File: src/rtl/mem_arb_pkg.sv
// Shared constants for the unified-memory port arbiter.
// Latency: n/a (package only).
// Backpressure: n/a (package only).
//
// Holds the FSM state encoding, the owner encoding and the latency counter width.
package mem_arb_pkg;

    // Latency counter width; bounds MEM_LAT to 1..15.
    localparam int LAT_W = 4;

    // FSM state encoding.
    localparam logic [1:0] IDLE   = 2'd0;
    localparam logic [1:0] ACCESS = 2'd1;
    localparam logic [1:0] WAIT   = 2'd2;
    localparam logic [1:0] DONE   = 2'd3;

    // Owner encoding, also the value driven on the 'owner' output.
    localparam logic OWNER_CPU = 1'b0;
    localparam logic OWNER_LDR = 1'b1;

endpackage

File: src/rtl/mem_arb_lat_cnt.sv
// Loadable down-counter that times the memory slot of the arbiter.
// Latency: count visible one cycle after load; last_o decoded from the register.
// Backpressure: none; load and decrement are unconditional when requested.
//
// Ports:
//   clk, rst     clock and asynchronous active-low reset
//   load_i       load load_val_i into the counter (takes precedence over dec_i)
//   load_val_i   value to load
//   dec_i        decrement by one; holds at zero
//   last_o       high while the count equals 1 (final wait cycle)
module mem_arb_lat_cnt
    import mem_arb_pkg::*;
(
    input  logic             clk,
    input  logic             rst,
    input  logic             load_i,
    input  logic [LAT_W-1:0] load_val_i,
    input  logic             dec_i,
    output logic             last_o
);

    logic [LAT_W-1:0] cnt_q;
    logic [LAT_W-1:0] cnt_d;

    always_comb begin
        cnt_d = cnt_q;
        if (load_i) begin
            cnt_d = load_val_i;
        end else if (dec_i && (cnt_q != '0)) begin
            cnt_d = cnt_q - LAT_W'(1);
        end
    end

    always_ff @(posedge clk or negedge rst) begin
        if (!rst) begin
            cnt_q <= '0;
        end else begin
            cnt_q <= cnt_d;
        end
    end

    assign last_o = (cnt_q == LAT_W'(1));

endmodule

File: src/rtl/mem_port_arbiter.sv
// Shares one fixed-latency synchronous memory between the cpu port and the loader/debug port.
// Latency: req sampled in IDLE at cycle t -> memEn at t+1, done at t+2+MEM_LAT; slot is MEM_LAT+3.
// Backpressure: requesters hold req (with stable adr/we/wData) until served; no abort once granted.
//
// Configuration macro MEM_ARB_RR_EN:
//   defined   - round-robin: on a simultaneous request the port that did not own the last
//               completed transaction wins.
//   undefined - fixed priority: cpu always wins a conflict; ldr only served with cpuReq low.
//
// Ports:
//   clk, rst                         clock, asynchronous active-low reset
//   cpuReq/cpuWe/cpuAdr/cpuWData     cpu request group (inputs)
//   cpuRData, cpuDone                cpu read data register and one-cycle completion pulse
//   ldrReq/ldrWe/ldrAdr/ldrWData     loader request group (inputs)
//   ldrRData, ldrDone                loader read data register and completion pulse
//   memEn, memWe, memAdr, memWData   memory strobe (one cycle per access) and latched request
//   memRData                         memory read data, valid MEM_LAT cycles after memEn
//   busy                             high in every state except IDLE
//   owner                            0 = cpu, 1 = ldr; current or last grant
module mem_port_arbiter
    import mem_arb_pkg::*;
#(
    parameter int AW      = 32,
    parameter int DW      = 32,
    parameter int MEM_LAT = 1
) (
    input  logic          clk,
    input  logic          rst,

    input  logic          cpuReq,
    input  logic          cpuWe,
    input  logic [AW-1:0] cpuAdr,
    input  logic [DW-1:0] cpuWData,
    output logic [DW-1:0] cpuRData,
    output logic          cpuDone,

    input  logic          ldrReq,
    input  logic          ldrWe,
    input  logic [AW-1:0] ldrAdr,
    input  logic [DW-1:0] ldrWData,
    output logic [DW-1:0] ldrRData,
    output logic          ldrDone,

    output logic          memEn,
    output logic          memWe,
    output logic [AW-1:0] memAdr,
    output logic [DW-1:0] memWData,
    input  logic [DW-1:0] memRData,

    output logic          busy,
    output logic          owner
);

    // The 4-bit counter cannot represent a latency outside 1..15.
    generate
        if ((MEM_LAT < 1) || (MEM_LAT > 15)) begin : g_bad_mem_lat
            $error("mem_port_arbiter: MEM_LAT must be in the range 1..15");
        end
    endgenerate

    localparam logic [LAT_W-1:0] LAT_LOAD = LAT_W'(MEM_LAT);

    logic [1:0]    state_q,      state_d;
    logic          owner_q,      owner_d;
    logic          last_owner_q, last_owner_d;
    logic          we_q,         we_d;
    logic [AW-1:0] adr_q,        adr_d;
    logic [DW-1:0] wdat_q,       wdat_d;
    logic [DW-1:0] cpu_rdat_q,   cpu_rdat_d;
    logic [DW-1:0] ldr_rdat_q,   ldr_rdat_d;

    logic          grant;
    logic          cnt_load;
    logic          cnt_dec;
    logic          cnt_last;

    // Arbitration decision, only consumed in IDLE with at least one request present.
`ifdef MEM_ARB_RR_EN
    always_comb begin
        if (cpuReq && ldrReq) begin
            grant = ~last_owner_q;
        end else if (ldrReq) begin
            grant = OWNER_LDR;
        end else begin
            grant = OWNER_CPU;
        end
    end
`else
    always_comb begin
        grant = cpuReq ? OWNER_CPU : OWNER_LDR;
    end
`endif

    always_comb begin
        state_d      = state_q;
        owner_d      = owner_q;
        last_owner_d = last_owner_q;
        we_d         = we_q;
        adr_d        = adr_q;
        wdat_d       = wdat_q;
        cpu_rdat_d   = cpu_rdat_q;
        ldr_rdat_d   = ldr_rdat_q;

        case (state_q)
            IDLE: begin
                if (cpuReq || ldrReq) begin
                    owner_d = grant;
                    if (grant == OWNER_LDR) begin
                        we_d   = ldrWe;
                        adr_d  = ldrAdr;
                        wdat_d = ldrWData;
                    end else begin
                        we_d   = cpuWe;
                        adr_d  = cpuAdr;
                        wdat_d = cpuWData;
                    end
                    state_d = ACCESS;
                end
            end
            ACCESS: begin
                state_d = WAIT;
            end
            WAIT: begin
                // The counter reads 1 exactly MEM_LAT cycles after the strobe, which is
                // when the memory presents the read data.
                if (cnt_last) begin
                    if (!we_q) begin
                        if (owner_q == OWNER_LDR) begin
                            ldr_rdat_d = memRData;
                        end else begin
                            cpu_rdat_d = memRData;
                        end
                    end
                    state_d = DONE;
                end
            end
            DONE: begin
                last_owner_d = owner_q;
                state_d      = IDLE;
            end
            default: begin
                state_d = IDLE;
            end
        endcase
    end

    assign cnt_load = (state_q == ACCESS);
    assign cnt_dec  = (state_q == WAIT);

    mem_arb_lat_cnt u_lat_cnt (
        .clk        (clk),
        .rst        (rst),
        .load_i     (cnt_load),
        .load_val_i (LAT_LOAD),
        .dec_i      (cnt_dec),
        .last_o     (cnt_last)
    );

    always_ff @(posedge clk or negedge rst) begin
        if (!rst) begin
            state_q      <= IDLE;
            owner_q      <= OWNER_CPU;
            // Pretend the loader went last so the first conflict goes to the cpu.
            last_owner_q <= OWNER_LDR;
            we_q         <= 1'b0;
            adr_q        <= '0;
            wdat_q       <= '0;
            cpu_rdat_q   <= '0;
            ldr_rdat_q   <= '0;
        end else begin
            state_q      <= state_d;
            owner_q      <= owner_d;
            last_owner_q <= last_owner_d;
            we_q         <= we_d;
            adr_q        <= adr_d;
            wdat_q       <= wdat_d;
            cpu_rdat_q   <= cpu_rdat_d;
            ldr_rdat_q   <= ldr_rdat_d;
        end
    end

    // Outputs are decoded from registered state only, so they are glitch-free and all
    // zero in reset.
    assign memEn    = (state_q == ACCESS);
    assign memWe    = memEn && we_q;
    assign memAdr   = adr_q;
    assign memWData = wdat_q;

    assign cpuDone  = (state_q == DONE) && (owner_q == OWNER_CPU);
    assign ldrDone  = (state_q == DONE) && (owner_q == OWNER_LDR);
    assign cpuRData = cpu_rdat_q;
    assign ldrRData = ldr_rdat_q;

    assign busy     = (state_q != IDLE);
    assign owner    = owner_q;

endmodule

File: config.mk
export PLATFORM = sky130hd
export DESIGN_NAME = mem_port_arbiter
export DESIGN_NICKNAME = d
export VERILOG_FILES = /design/src/rtl/mem_arb_pkg.sv /design/src/rtl/mem_arb_lat_cnt.sv /design/src/rtl/mem_port_arbiter.sv
export SDC_FILE = /design/constraint.sdc
export NUM_CORES = 1
export LEC_CHECK = 0
export ABC_AREA = 1
export CAP_MARGIN = 40
export CORE_MARGIN = 4
export CORE_UTILIZATION = 40
export DETAILED_ROUTE_END_ITERATION = 6
export GPL_ROUTABILITY_DRIVEN = 0
export GPL_TIMING_DRIVEN = 1
export PLACE_DENSITY = 0.78
export SLEW_MARGIN = 25
export SYNTH_ARGS = -nofsm -noshare
export SYNTH_HDL_FRONTEND = slang
export SYNTH_HIERARCHICAL = 1
export SYNTH_SLANG_ARGS = --single-unit
File: constraint.sdc
create_clock -name clk -period 3.4 [get_ports clk]
set_clock_uncertainty 0.05 [all_clocks]
set_input_delay 0.51 -clock clk [delete_from_list [all_inputs] [get_ports clk]]
set_output_delay 0.51 -clock clk [all_outputs]
set_load 0.03 [all_outputs]
==> impl_metrics.toml <==
[outcome]
outcome = "finished clean"

[worst_setup_path]
crit_path_max_fanout = 10
crit_type = "flop to output port"
critPathArrivalTime_ns = 2.15
crit_path_end_kind = "output port"
cp.required_ns = 2.84
start_kind = "flop"
rrSetupSlack_ns = 1.48

[grt]
grt_pass1_vias = 6017
grt_pass1_wl_um = 31190
grt_remaining_overflow = 0
grt_usage_pct = 22.11
grt_max_degree = 73
antenna_found_initial = 0

[sta]
finalCriticalPeriod_ns = 2.707
finalMaxSlewViolations = 0
setup_violations = 0
final-hold-violation-count = 0
fin_tns_setup_ns = 0
fmax_mhz = 369.4
maxSlewHeadroom_pct = 53.77
tightest_slew_ns = 0.6934
finalCritPeriodShare_pct = 79.61
rsz0062_at_grt = "no"

[clocking]
htree_levels = 4
post_cts_buffers = 0
numCtsBuffers = 17
hold_buffers = 0
cts_resized = 0
clk_latency_ns = 0.42
clock_tree.root_cell = "clkbuf_16"
cts_buffer_depth = 2
cts_sinks = 136
clk_pin_slew_ns = 0.06
cts_tree = "built"

[synthesis]
synth_top_area_share_pct = 53.46
yosys-top-cells-count = "nand2_1 (413), dfrtp_1 (136), inv_1 (78), nand3_1 (68), o21ai_0 (68)"
ys_types = 23
yosysWarningCount = 6
synthArstFlopShare_pct = 100.0
synth_area_leader_cell = "dfrtp_1"
seq_area_frac_synth_pct = 53.46
syn_area_um2 = 6366
ys.flop_type = "dfrtp_1"
yosys_register_bits = 136
synthTopCellsByArea = "dfrtp_1 (53%), nand2_1 (24%), nand3_1 (5.3%)"
syn_inst = 838
avgSynthCellArea_um2 = 7.597
synth.most_common_cell = "nand2_1"
synth-edff-count = 0

[die]
initial_core_util_pct = 41.42
die_area_um2 = 18000
ios = 300
core-area_um2 = 15370
die_h_um = 134.2
die_w_um = 134.2
rows = 45

[route]
drc = 0
viasPerCell = 4.599
finalWirelength_um = 20030
drt-initial-drc-count = 355
wl_per_cell_um = 14.87
antenna_left = 0
drtPass1Iterations = 7
num_vias = 6195

[cells_and_area]
antennaDiodeCount = 0
area_delta_synth_final_pct = 59.38
layout.nets = 1296
layout-drive-gt1-share_pct = 5.018

[power]
p_total_mw = 9.878
power.density_nw_per_um2 = 973.6
p_leak_nw = 5.021
irDropWorstVdd_mv = 0.4183

[hold_path]
min_path_type = "input pin to asynchronous set/reset pin"

[place]
hpwl_um = 14440
io_buffers = 299

[run]
drv_cap = 0
==> power by group <==
| group | switching, mW | internal, mW |
|---|---|---|
| Combinational | 3.08 | 1.94 |
| Clock | 0.699 | 1.29 |
| Sequential | 0.483 | 2.40 |
==> worst paths after layout <==
check	start	endpoint	cells past startpoint
worst max-delay path	state_q[1]	memWe	5
worst min-delay path	rst	cpuRData[2]	1
worst max register to register	u_lat_cnt/cnt_q[1]	cpuRData[4]	8
worst min register to register	cpuRData[3]	cpuRData[3]	2
max in group asynchronous	rst	memWData[3]	2
min in group clk	cpuRData[3]	cpuRData[3]	2
==> sequential cells by signal (all words and copies together) (netlist names) <==
signal / flops
ldrRData: 32
we_q: 1
cpuRData: 32
memAdr: 32
u_lat_cnt/cnt_q: 4
memWData: 32
state_q: 2
owner: 1
==> metrics by stage <==
step	area [µm²]	worst slack (ns)	utilization, %	hold slack [ns]	cells
4_1_cts	10150	0.6625	66.01	0.07644	1347
6_report	10150	0.6932	66.01	0.04374	1347
3_3_place_gp	9500	1.161	61.81	0.4028	1315
3_5_place_dp	9505	1.119	61.84	0.4076	1315
2_1_floorplan	6374	1.583	-	0.1644	840
5_1_grt	10150	0.5374	66.01	0.09903	1347
==> critical path, cell delays in order, from the launching register on <==
cell and delay, ns:
dfrtp_1 0.43, inv_1 0.10, ha_1 0.36, nand2_1 0.09, inv_1 0.07, clkdlybuf4s50_1 0.68
==> placed cells by master, fill, tap and decap left out, types with 2 or more instances in the layout <==
cell type        count
bufinv_16            4
o21ai_0             68
inv_1               78
nand3_1             68
dfrtp_1            136
nand2_1            411
nand2_2              4
clkbuf_8             3
nor2_2               4
nor2_1               4
clkinvlp_4           3
clkinv_2             2
clkinv_4             2
clkdlybuf4s50_1    297
nand3_2              2
ha_1                 7
buf_4               12
conb_1               4
clkbuf_16           17
o21ai_1              2
==> area by class of cell <==
cell class              count  area, µm²
fillers                  1301       5225
clock buffers              21      470.5
well taps                 211      264.0
inverters                  79      296.5
repair buffers            310       3074
clock inverters            11      170.2
flip-flops and latches    136       3403
multi-input cells         579       2467
==> cell families after synthesis <==
| family | count (synthesis) | synth area share [%] |
|---|---|---|
| AND/OR/NAND/NOR | 496 | 31.09 |
| AO/OA/AOI/OAI | 71 | 5.759 |
| flip-flops | 136 | 53.46 |
| other | 2 | 0.1180 |
| XOR/XNOR | 1 | 0.1376 |
| buffers and inverters | 125 | 8.058 |
| adder cells (fa/ha/maj) | 7 | 1.376 |
==> per-layer routing <==
| layer | track usage [%] | wire length [µm] |
|---|---|---|
| met5 | 0 | 0 |
| met4 | 7.014 | 335 |
| met3 | 7.127 | 1947 |
| met2 | 37.56 | 9895 |
| met1 | 26.87 | 7854 |
Power figures use the tool's default switching activity.
